**src/rtl/nvdla_rws64_fifo_ctrl.sv**
```systemverilog
// Valid/ready FIFO controller for a 64x116 two-port RAM with registered read address.
// Optional peak-occupancy register enabled by defining NVDLA_RWS_FIFO_PEAK_EN.
module nvdla_rws64_fifo_ctrl #(
    parameter int DEPTH = 64,
    parameter int WIDTH = 116
) (
    input  logic             nvdla_core_clk,
    input  logic             nvdla_core_rstn,
    input  logic             wr_pvld,
    output logic             wr_prdy,
    input  logic [WIDTH-1:0] wr_pd,
    output logic             rd_pvld,
    input  logic             rd_prdy,
    output logic [WIDTH-1:0] rd_pd,
    output logic             ram_we,
    output logic [5:0]       ram_wa,
    output logic [WIDTH-1:0] ram_di,
    output logic             ram_re,
    output logic [5:0]       ram_ra,
    input  logic [WIDTH-1:0] ram_dout,
    input  logic [31:0]      pwrbus_ram_pd,
    output logic [31:0]      ram_pwrbus_ram_pd,
    output logic [6:0]       fifo_count,
    output logic [6:0]       fifo_peak
);

    localparam logic [6:0] FULL = 7'(DEPTH);

    logic [5:0] wr_ptr_q, wr_ptr_d;
    logic [5:0] rd_ptr_q, rd_ptr_d;
    logic [6:0] count_q, count_d;
    logic [6:0] unread_q, unread_d;
    logic       dout_vld_q, dout_vld_d;
    logic       push, fetch, pop;

    assign wr_prdy = (count_q != FULL);
    assign push    = wr_pvld & wr_prdy;
    // A fetch may only replace the presented entry when it is leaving or absent.
    assign fetch   = (unread_q != 7'd0) & (~dout_vld_q | rd_prdy);
    assign pop     = dout_vld_q & rd_prdy;

    assign ram_we = push;
    assign ram_wa = wr_ptr_q;
    assign ram_di = wr_pd;
    assign ram_re = fetch;
    assign ram_ra = rd_ptr_q;

    assign rd_pvld = dout_vld_q;
    assign rd_pd   = ram_dout;

    assign ram_pwrbus_ram_pd = pwrbus_ram_pd;
    assign fifo_count        = count_q;

    always_comb begin
        wr_ptr_d   = push  ? wr_ptr_q + 6'd1 : wr_ptr_q;
        rd_ptr_d   = fetch ? rd_ptr_q + 6'd1 : rd_ptr_q;
        dout_vld_d = fetch ? 1'b1 : (rd_prdy ? 1'b0 : dout_vld_q);

        count_d = count_q;
        unique case ({push, pop})
            2'b10:   count_d = count_q + 7'd1;
            2'b01:   count_d = count_q - 7'd1;
            default: count_d = count_q;
        endcase

        // Slots are freed on pop, so unread only tracks entries not yet sent to the RAM read port.
        unread_d = unread_q;
        unique case ({push, fetch})
            2'b10:   unread_d = unread_q + 7'd1;
            2'b01:   unread_d = unread_q - 7'd1;
            default: unread_d = unread_q;
        endcase
    end

    always_ff @(posedge nvdla_core_clk or negedge nvdla_core_rstn) begin
        if (!nvdla_core_rstn) begin
            wr_ptr_q   <= 6'd0;
            rd_ptr_q   <= 6'd0;
            count_q    <= 7'd0;
            unread_q   <= 7'd0;
            dout_vld_q <= 1'b0;
        end else begin
            wr_ptr_q   <= wr_ptr_d;
            rd_ptr_q   <= rd_ptr_d;
            count_q    <= count_d;
            unread_q   <= unread_d;
            dout_vld_q <= dout_vld_d;
        end
    end

`ifdef NVDLA_RWS_FIFO_PEAK_EN
    logic [6:0] peak_q, peak_d;

    assign peak_d = (count_q > peak_q) ? count_q : peak_q;

    always_ff @(posedge nvdla_core_clk or negedge nvdla_core_rstn) begin
        if (!nvdla_core_rstn) begin
            peak_q <= 7'd0;
        end else begin
            peak_q <= peak_d;
        end
    end

    assign fifo_peak = peak_q;
`else
    assign fifo_peak = 7'd0;
`endif

endmodule

```
**config.mk**
```make
export PLATFORM = sky130hd
export DESIGN_NAME = nvdla_rws64_fifo_ctrl
export DESIGN_NICKNAME = d
export VERILOG_FILES = /design/src/rtl/nvdla_rws64_fifo_ctrl.sv
export SDC_FILE = /design/constraint.sdc
export NUM_CORES = 1
export LEC_CHECK = 0
export ABC_CLOCK_PERIOD_IN_PS = 5200
export CORE_AREA = 2 2 216 218
export DETAILED_ROUTE_END_ITERATION = 6
export DIE_AREA = 0 0 218 220
export PLACE_DENSITY = 0.35
export REMOVE_ABC_BUFFERS = 1
export SLEW_MARGIN = 20
export SYNTH_ARGS = -nofsm -noshare
export SYNTH_HDL_FRONTEND = slang
export SYNTH_SLANG_ARGS = --single-unit
```
**constraint.sdc**
```tcl
create_clock -name nvdla_core_clk -period 5.2 [get_ports nvdla_core_clk]
set_input_delay 1.04 -clock nvdla_core_clk [delete_from_list [all_inputs] [get_ports nvdla_core_clk]]
set_output_delay 1.04 -clock nvdla_core_clk [all_outputs]
set_load 0.02 [all_outputs]
```
==> results.cfg, run 1 <==
[synth]
synth_edf_count = 0
ys_seq_area_share_pct = 18.43
syn-cell-area_um2 = 3666
synth_ff_type = dfrtp_1
netlist_instances = 424
synth_seq_cells = 27
ys_warn_count = 0
synth_area_per_cell_um2 = 8.646
ys_types = 43
async_flop_share_pct = 100.0

[floorplanning]
row_count = 79
io_pins = 562
die_x_um = 218
core-area_um2 = 45860
initial_core_util_pct = 7.993
dieArea_um2 = 47960
die_height_um = 220

[placed_design]
dpl.hpwl_mm = 68.70
routabilityCongestion = 1.053
placed_area_um2 = 2669
port_buffers = 26
dp_slack_ps = 1229

[power]
p_sw_share_pct = 44.40
p_leak_nw = 0.9047
ir_drop_mv = 0.1253
p_per_area_nw_per_um2 = 503.8
internal-power_mw = 0.7711
p_comb_share_pct = 52.8
power_frac_seq_pct = 32.2
net-switching-power_mw = 0.6157
clkPwrFrac_pct = 15.0

[setup_path]
cp.required_ps = 4160
worstSetupStartpoint = rd_prdy
worstRegToRegCells = 9
worstReg2RegEnd = unread_q[6]$_DFFE_PN0P_
r2r_start = fifo_count[0]$_DFFE_PN0P_
timing_worst_setup_path_type = in -> out
cp_max_fo = 8
reg2reg_slack_ps = 1970
crit_end = ram_re
cp.arrival_ps = 2730
critPathCaptureType = primary output
setup.worst_path.start_class = input port

[sta]
hold_slack_ps = 484.9
finalCriticalPeriod_ps = 3774
fmax_mhz = 264.9
rsz0062_at_grt = no
tns_ps = 0
post-route-period-util_pct = 72.59
fin_skew_ps = 9.034
hold_viol_final = 0
setup_violations = 0
finalMaxSlewViolations = 0
worstMarginPinSlew_ps = 570.4
worst_slack_ps = 1426
maxSlewHeadroom_pct = 61.62

[global_route]
grt_max_degree = 28
grt.overflow.total = 0
grt_pass1_vias = 1761
antenna_found_initial = 1
grtUsageTotal_pct = 28.50
grt_first_pass_wirelength_mm = 74.40

[finish]
post-route-util_pct = 6.002
fin_area_um2 = 2753
layout_commonest_cell = dfrtp_1
final_cell_mix = dfrtp_1, clkdlybuf4s50_1, ha_1
syn_to_final_growth_pct = -24.91
finish.net_count = 472
num_antenna_cells = 0
layout-drive-gt1-share_pct = 8.021

[run]
timing.max_cap.violations = 0

[run_status]
status = complete, no violations

[routing]
drt_first_pass_iters = 4
viasPerCell = 2.693
drtIter0Drc = 221
vias = 2138
wl_per_cell_um = 88.88
antenna_left = 0
wl_mm = 70.57
drc = 0

[clock_tree]
cts_resized = 0
worstSkewPairLatency_ps = 280
cts_root_buf = clkbuf_16
cts_setup_buffers = 0
cts-htree-levels = 1
cts_tree = done
cts_made_buffers = 3
clkTransAtPathRegs_ps = 80
cts_sinks = 27
cts.path.max_buffers = 2
cts.hold.buffers_added = 0

[min_path]
hp-class = reg -> reg
hold_depth = 1
==> state kept, by name, summed over array words and instances (netlist names) <==
register / count
fifo_count: 7
unread_q: 7
ram_ra: 6
ram_wa: 6
rd_pvld: 1
==> critical path, stage by stage <==
cell and delay [ps]:
clkdlybuf4s50_1 480, nor2b_1 60, a21oi_2 430, clkdlybuf4s50_1 710
==> cells in the mapped netlist, types with 2 or more instances <==
master	number	share of area, %
clkbuf_1	2	0.20
ha_1	14	4.8
xnor2_1	11	2.6
a31o_2	2	0.48
nor4b_1	3	0.72
buf_4	271	55
nor3b_1	5	1.0
nor2_1	4	0.41
nand3_1	2	0.27
and3_1	2	0.34
fa_1	2	1.1
nand2_1	10	1.0
xor2_1	7	1.7
o21a_1	2	0.41
nor3_1	3	0.41
inv_2	2	0.20
a211oi_1	3	0.61
dfrtp_1	27	18
o21ai_0	6	0.82
inv_1	5	0.51
mux2_2	3	0.92
nand3b_1	3	0.61
a21o_1	6	1.2
nand4_1	5	0.85
nor2b_1	2	0.34
a2111oi_0	2	0.48
a21oi_1	4	0.55
==> cell type report <==
cell class                 instances  area [µm²]
inverter                           7       26.28
fill                            5429       43110
tap                              607       759.5
multi-input combinational        122       939.7
clock inverter                     1       8.758
timing repair buffer              27       267.8
sequential                        27       675.6
clock buffer                       3       75.07
==> through the flow <==
stage | cells | power, mW
after detailed placement | 790 | 1.172
after global routing | 794 | 1.483
final | 794 | 1.387
after CTS | 794 | 1.389
after global placement | 790 | 1.175
after floorplan | 156 | 0.8802
==> how the worst min path moves through the flow <==
stage                              startpoint                         to  slack (ps)
floorplan             unread_q[6]$_DFFE_PN0P_    unread_q[6]$_DFFE_PN0P_         440
global placement        ram_ra[5]$_DFFE_PN0P_      ram_ra[5]$_DFFE_PN0P_         470
detailed placement      ram_wa[5]$_DFFE_PN0P_      ram_wa[5]$_DFFE_PN0P_         480
CTS                     ram_ra[5]$_DFFE_PN0P_      ram_ra[5]$_DFFE_PN0P_         490
global route        fifo_count[6]$_DFFE_PN0P_  fifo_count[6]$_DFFE_PN0P_         510
finish                  ram_ra[5]$_DFFE_PN0P_      ram_ra[5]$_DFFE_PN0P_         480
==> layer usage <==
| layer | wire length, µm | track usage (%) | part of all wire (%) | vias up |
|---|---|---|---|---|
| li1 | - | - | - | 626 |
| met4 | 5486 | 17.51 | 7.8 | 2 |
| met3 | 18170 | 34.93 | 26 | 100 |
| met5 | 7 | 0 | 0.0099 | - |
| met2 | 43730 | 63.77 | 62 | 561 |
| met1 | 3169 | 3.173 | 4.5 | 849 |
==> cell families (layout without fill, tap and decap cells) <==
| family | after synthesis | in the layout | share of synthesized area [%] |
|---|---|---|---|
| other cells | 1 | 7 | 0.1023 |
| mux | 4 | 4 | 1.194 |
| buf+inv | 281 | 38 | 56.55 |
| compound gates | 32 | 32 | 6.212 |
| xor+xnor | 18 | 18 | 4.300 |
| flops | 27 | 27 | 18.43 |
| simple gates | 45 | 45 | 7.338 |
| fa+ha+maj | 16 | 16 | 5.870 |
==> power groups by stage <==
stage	Clock, mW	Combinational (mW)	Sequential [mW]
2_1_floorplan	0	0.376	0.504
3_3_place_gp	0	0.723	0.453
3_5_place_dp	0	0.723	0.449
4_1_cts	0.217	0.726	0.446
5_1_grt	0.228	0.792	0.464
6_report	0.208	0.732	0.447
No activity file was read; power rests on OpenSTA's default activity.
==> run 2: changes to the inputs <==
Settings changed: ABC_CLOCK_PERIOD_IN_PS 5200 to 3700, CORE_AREA 2 2 216 218 to 2 2 220 222, DIE_AREA 0 0 218 220 to 0 0 222 224, PLACE_DENSITY 0.35 to 0.34.
Clock period 5.2 ns to 3.7 ns, I/O delays scaled along.
==> run 2 against run 1 <==
Against the previous run:
- cell area grew 0.91%
- flip-flop and latch count is the same
- critical path depth grew 5
- register-to-register slack lost 1300 ps
- sequential share of layout area shrank 0.22 points
- routed wire length grew 2.2%
- first-iteration DRC count grew 28%
- cell count grew 1.3%
- global-route usage shrank 0.20 points
- hold slack lost 4.7 ps
- highest routed layer unchanged
- total power grew 44%
- critical endpoint is now fifo_count[5]$_DFFE_PN0P_
- clock power grew 54%
==> results.cfg, run 2 (synthesized netlist as in run 1, its figures left out) <==
[routing]
vias = 2189
wl_mm = 72.11
drc = 0
drtIter0Drc = 283
viasPerCell = 2.723
wl_per_cell_um = 89.69
antenna_left = 0
drt_first_pass_iters = 4

[sta]
maxSlewHeadroom_pct = 59.27
worstMarginPinSlew_ps = 605.4
fmax_mhz = 326.6
finalCriticalPeriod_ps = 3062
setup_violations = 0
rsz0062_at_grt = no
hold_viol_final = 0
post-route-period-util_pct = 82.76
tns_ps = 0
fin_skew_ps = 23.30
finalMaxSlewViolations = 0

[global_route]
grt_first_pass_wirelength_mm = 77.14
grt_pass1_vias = 1815
grtUsageTotal_pct = 28.30
grt_max_degree = 28
grt.overflow.total = 0
antenna_found_initial = 0

[clock_tree]
cts.hold.buffers_added = 0
cts_root_buf = clkbuf_16
cts_resized = 0
cts_sinks = 27
cts_setup_buffers = 0
cts-htree-levels = 1
cts_made_buffers = 3
cts.path.max_buffers = 2
clkTransAtPathRegs_ps = 110
worstSkewPairLatency_ps = 310
cts_tree = done

[finish]
num_antenna_cells = 0
finish.net_count = 474
fin_area_um2 = 2778
final_cell_mix = dfrtp_1, clkdlybuf4s50_1, ha_1
layout-drive-gt1-share_pct = 8.995
layout_commonest_cell = dfrtp_1
syn_to_final_growth_pct = -24.23

[floorplanning]
row_count = 80
die_x_um = 222
core-area_um2 = 47350
initial_core_util_pct = 7.743
io_pins = 562
dieArea_um2 = 49730
die_height_um = 224

[power]
p_per_area_nw_per_um2 = 717.4
p_leak_nw = 0.9143
p_sw_share_pct = 45.39
internal-power_mw = 1.088
p_comb_share_pct = 52.5
net-switching-power_mw = 0.9044
clkPwrFrac_pct = 16.1
power_frac_seq_pct = 31.3
ir_drop_mv = 0.1284

[placed_design]
port_buffers = 26
placed_area_um2 = 2694
dpl.hpwl_mm = 69.98
routabilityCongestion = 1.142

[setup_path]
timing_worst_setup_path_type = reg -> reg
cp_max_fo = 10
cp.required_ps = 3960
cp.arrival_ps = 3320
setup.worst_path.start_class = flip-flop
critPathCaptureType = flip-flop

[min_path]
hp-class = reg -> reg

[run]
timing.max_cap.violations = 0

[run_status]
status = complete, no violations
run 2: cell types whose count changed in the layout (fill, tap and decap cells not counted):
cell | before | now
buf_4 | 1 | 3
run 2: power by group through the flow:
stage / Clock (mW) / Combinational (mW) / Sequential, mW
finish: 0.321 / 1.05 / 0.624
global route: 0.346 / 1.15 / 0.647
CTS: 0.334 / 1.05 / 0.621
detailed placement: 0 / 1.05 / 0.626
global placement: 0 / 1.04 / 0.624
floorplan: 0 / 0.528 / 0.709
run 2: worst paths after layout:
kind	endpoint	start	slack, ps	cells past startpoint
worst max-delay path	fifo_count[5]$_DFFE_PN0P_	fifo_count[2]$_DFFE_PN0P_	640	9
worst min-delay path	ram_ra[5]$_DFFE_PN0P_	ram_ra[5]$_DFFE_PN0P_	480	1
worst max register to register	fifo_count[5]$_DFFE_PN0P_	fifo_count[2]$_DFFE_PN0P_	640	9
worst min register to register	ram_ra[5]$_DFFE_PN0P_	ram_ra[5]$_DFFE_PN0P_	480	1
max in group asynchronous	ram_ra[4]$_DFFE_PN0P_	nvdla_core_rstn	2470	2
min in group asynchronous	fifo_count[3]$_DFFE_PN0P_	nvdla_core_rstn	870	2
run 2: area by class of cell:
type | instances | area [µm²]
flip-flops and latches | 27 | 675.6
well taps | 615 | 769.5
multi-input cells | 122 | 939.7
repair buffers | 29 | 282.8
inverters | 7 | 26.28
fillers | 5537 | 44570
clock buffers | 3 | 75.07
clock inverters | 1 | 8.758
run 2: stage by stage:
stage	utilization (%)	hold slack, ps	cells	power, mW	worst slack (ps)
detailed placement	5.690	471.3	800	1.674	426.1
global placement	5.690	461.1	800	1.668	442.8
floorplan	-	442.5	156	1.237	765.1
CTS	5.867	484.3	804	2.003	609.2
global route	5.867	491.3	804	2.143	393.7
finish	5.867	480.2	804	1.993	638.0
run 2: layer usage:
metal | vias to the layer above | track usage, % | share of wire [%]
met5 | - | 0.4888 | 0.043
met4 | 2 | 17.63 | 7.7
met3 | 92 | 35.35 | 26
met2 | 593 | 62.48 | 61
met1 | 874 | 3.359 | 4.8
li1 | 628 | - | -
run 2: worst max-delay path, cell delays in order (launching register included):
cell	delay [ps]
dfrtp_1	460
nor4b_1	350
nand2_1	210
nand2_1	190
ha_1	470
ha_1	380
a21o_1	180
a31o_2	230
a2111oi_0	380
nand3b_1	160
==> run 3: changes to the inputs <==
Settings changed: ABC_CLOCK_PERIOD_IN_PS 3700 to 2530, CORE_AREA 2 2 220 222 to 2 2 216 218, DIE_AREA 0 0 222 224 to 0 0 218 220, PLACE_DENSITY 0.34 to 0.36.
Clock period 3.7 ns to 2.53 ns, I/O delays scaled along.
==> run 3 against run 2 <==
Against the previous run:
- the run now ends with setup timing left
- flip-flop and latch count stayed put
- global-route usage is 0.60 points higher
- fmax is 21% higher
- critical path type unchanged
==> results.cfg, run 3 (synthesized netlist as in run 1, its figures left out) <==
[routing]
drtIter0Drc = 205
drt_first_pass_iters = 4
wl_per_cell_um = 84.44
wl_mm = 71.69
viasPerCell = 2.769
drc = 0
vias = 2351
antenna_left = 0
top_layer = met4
wl_met2_mm = 43.47
wl_met1_mm = 3.486
dr_wl_met3_mm = 18.19

[floorplanning]
die_height_um = 220
row_count = 79
die_x_um = 218
initial_core_util_pct = 7.993
io_pins = 562
core-area_um2 = 45860
dieArea_um2 = 47960

[clock_tree]
cts_tree = done
cts-htree-levels = 1
cts.path.max_buffers = 2
cts_made_buffers = 3
cts_root_buf = clkbuf_16
cts_sinks = 27
clkTransAtPathRegs_ps = 100
worstSkewPairLatency_ps = 300

[finish]
final_cell_mix = buf_4, dfrtp_1, clkdlybuf4s50_1
fillers = 5403
finish.net_count = 527
layout_commonest_cell = buf_4
syn_to_final_growth_pct = -9.556
layout-drive-gt1-share_pct = 37.19
num_antenna_cells = 0
post-route-util_pct = 7.229

[power]
p_per_area_nw_per_um2 = 1069
clkPwrFrac_pct = 12.7
ir_drop_mv = 0.2981
net-switching-power_mw = 1.495
p_sw_share_pct = 42.15
power_frac_seq_pct = 23.7
internal-power_mw = 2.051
p_leak_nw = 1.192
p_comb_share_pct = 63.7

[setup_path]
cp_cell_sequence = nor4_2, buf_4, a21oi_2, ha_4, fa_2, a211oi_2, nor2_1, a211o_1, xor2_1
cp_slowest_cell = dfrtp_1
timing_worst_setup_path_type = reg -> reg
setup.worst_path.start_class = flip-flop
critPathCaptureType = flip-flop
critPathMaxStageDelay_ps = 420
cp_max_fo = 7
cp.required_ps = 2730
cp.arrival_ps = 2730

[sta]
post-route-period-util_pct = 100.1
finalCriticalPeriod_ps = 2532
finalMaxSlewViolations = 0
rsz0062_at_grt = yes
worst_slack_ps = -2.411
fin_skew_ps = 14.39
fmax_mhz = 394.9
setup_violations = 1
hold_viol_final = 0

[global_route]
grt_pass1_vias = 2059
grt.overflow.total = 0
grt_first_pass_wirelength_mm = 75.81
antenna_found_initial = 0
grtUsageTotal_pct = 28.90
grt_max_degree = 28

[placed_design]
routabilityCongestion = 1.076
dp_slack_ps = -482.6
port_buffers = 26
dpl.hpwl_mm = 69.50

[run_status]
violations = setup timing
status = finished, violations left

[run]
timing.max_cap.violations = 0

[min_path]
hp-class = reg -> reg
## run 3: power by group through the flow
stage,logic [mW],registers [mW],clock network (mW)
6_report,2.26,0.839,0.449
4_1_cts,2.14,0.833,0.477
3_5_place_dp,2.06,0.835,0
2_1_floorplan,0.773,1.04,0
3_3_place_gp,2.08,0.839,0
5_1_grt,2.44,0.873,0.484
## run 3: worst max-delay path: cells and delay by family (launching register included)
kind	cells	cell delay, ps
AOI/OAI and AO/OA	3	660
adders and majority gates	2	610
DFF	1	420
and+or+nand+nor	2	420
buffers and inverters	1	170
xor gates and xnor gates	1	140
## run 3: cell type report
cell class | instances | area (µm²) | share of cell area (%)
clock buffers | 3 | 75.07 | 2.264
clock inverters | 1 | 5.005 | 0.1509
inverters | 7 | 26.28 | 0.7925
multi-input cells | 122 | 1090 | 32.87
flip-flops and latches | 27 | 675.6 | 20.38
well taps | 607 | 759.5 | 22.91
repair buffers | 82 | 684.4 | 20.64
## run 3: path summary, 6_finish.rpt
| kind | startpoint | cells after the start | endpoint | slack [ps] |
|---|---|---|---|---|
| max | unread_q[2]$_DFFE_PN0P_ | 9 | unread_q[6]$_DFFE_PN0P_ | -2 |
| min | ram_wa[5]$_DFFE_PN0P_ | 1 | ram_wa[5]$_DFFE_PN0P_ | 480 |
| max reg2reg | unread_q[2]$_DFFE_PN0P_ | 9 | unread_q[6]$_DFFE_PN0P_ | -2 |
| min reg2reg | ram_wa[5]$_DFFE_PN0P_ | 1 | ram_wa[5]$_DFFE_PN0P_ | 480 |
| max in group asynchronous | nvdla_core_rstn | 2 | fifo_count[0]$_DFFE_PN0P_ | 1550 |
| min in group asynchronous | nvdla_core_rstn | 2 | ram_wa[5]$_DFFE_PN0P_ | 630 |
## run 3: layer usage
| metal | GRT usage (%) | vias up |
|---|---|---|
| li1 | - | 730 |
| met1 | 3.606 | 953 |
| met2 | 63.83 | 562 |
| met3 | 34.81 | 106 |
| met4 | 19.43 | 0 |
| met5 | 0.2083 | - |
## run 3: per-stage QoR
| step | TNS, ps | total power [mW] | hold slack [ps] | cell area (µm²) | instances |
|---|---|---|---|---|---|
| after floorplan | -819.6 | 1.809 | 210.4 | 1642 | 156 |
| after global placement | -3022 | 2.917 | 465.3 | 3052 | 841 |
| after detailed placement | -2780 | 2.897 | 465.7 | 3052 | 841 |
| after CTS | -51.89 | 3.449 | 482.7 | 3214 | 847 |
| after global routing | -306.3 | 3.792 | 486.3 | 3316 | 849 |
| final | -2.411 | 3.546 | 476.9 | 3316 | 849 |
## run 3: timing repair
item                                    CTS  global route
endpoints found under the setup margin    9             9
pin swaps                                 2            14
setup buffers                             2             2
resized for setup                        12            17
hold buffers                              0             0
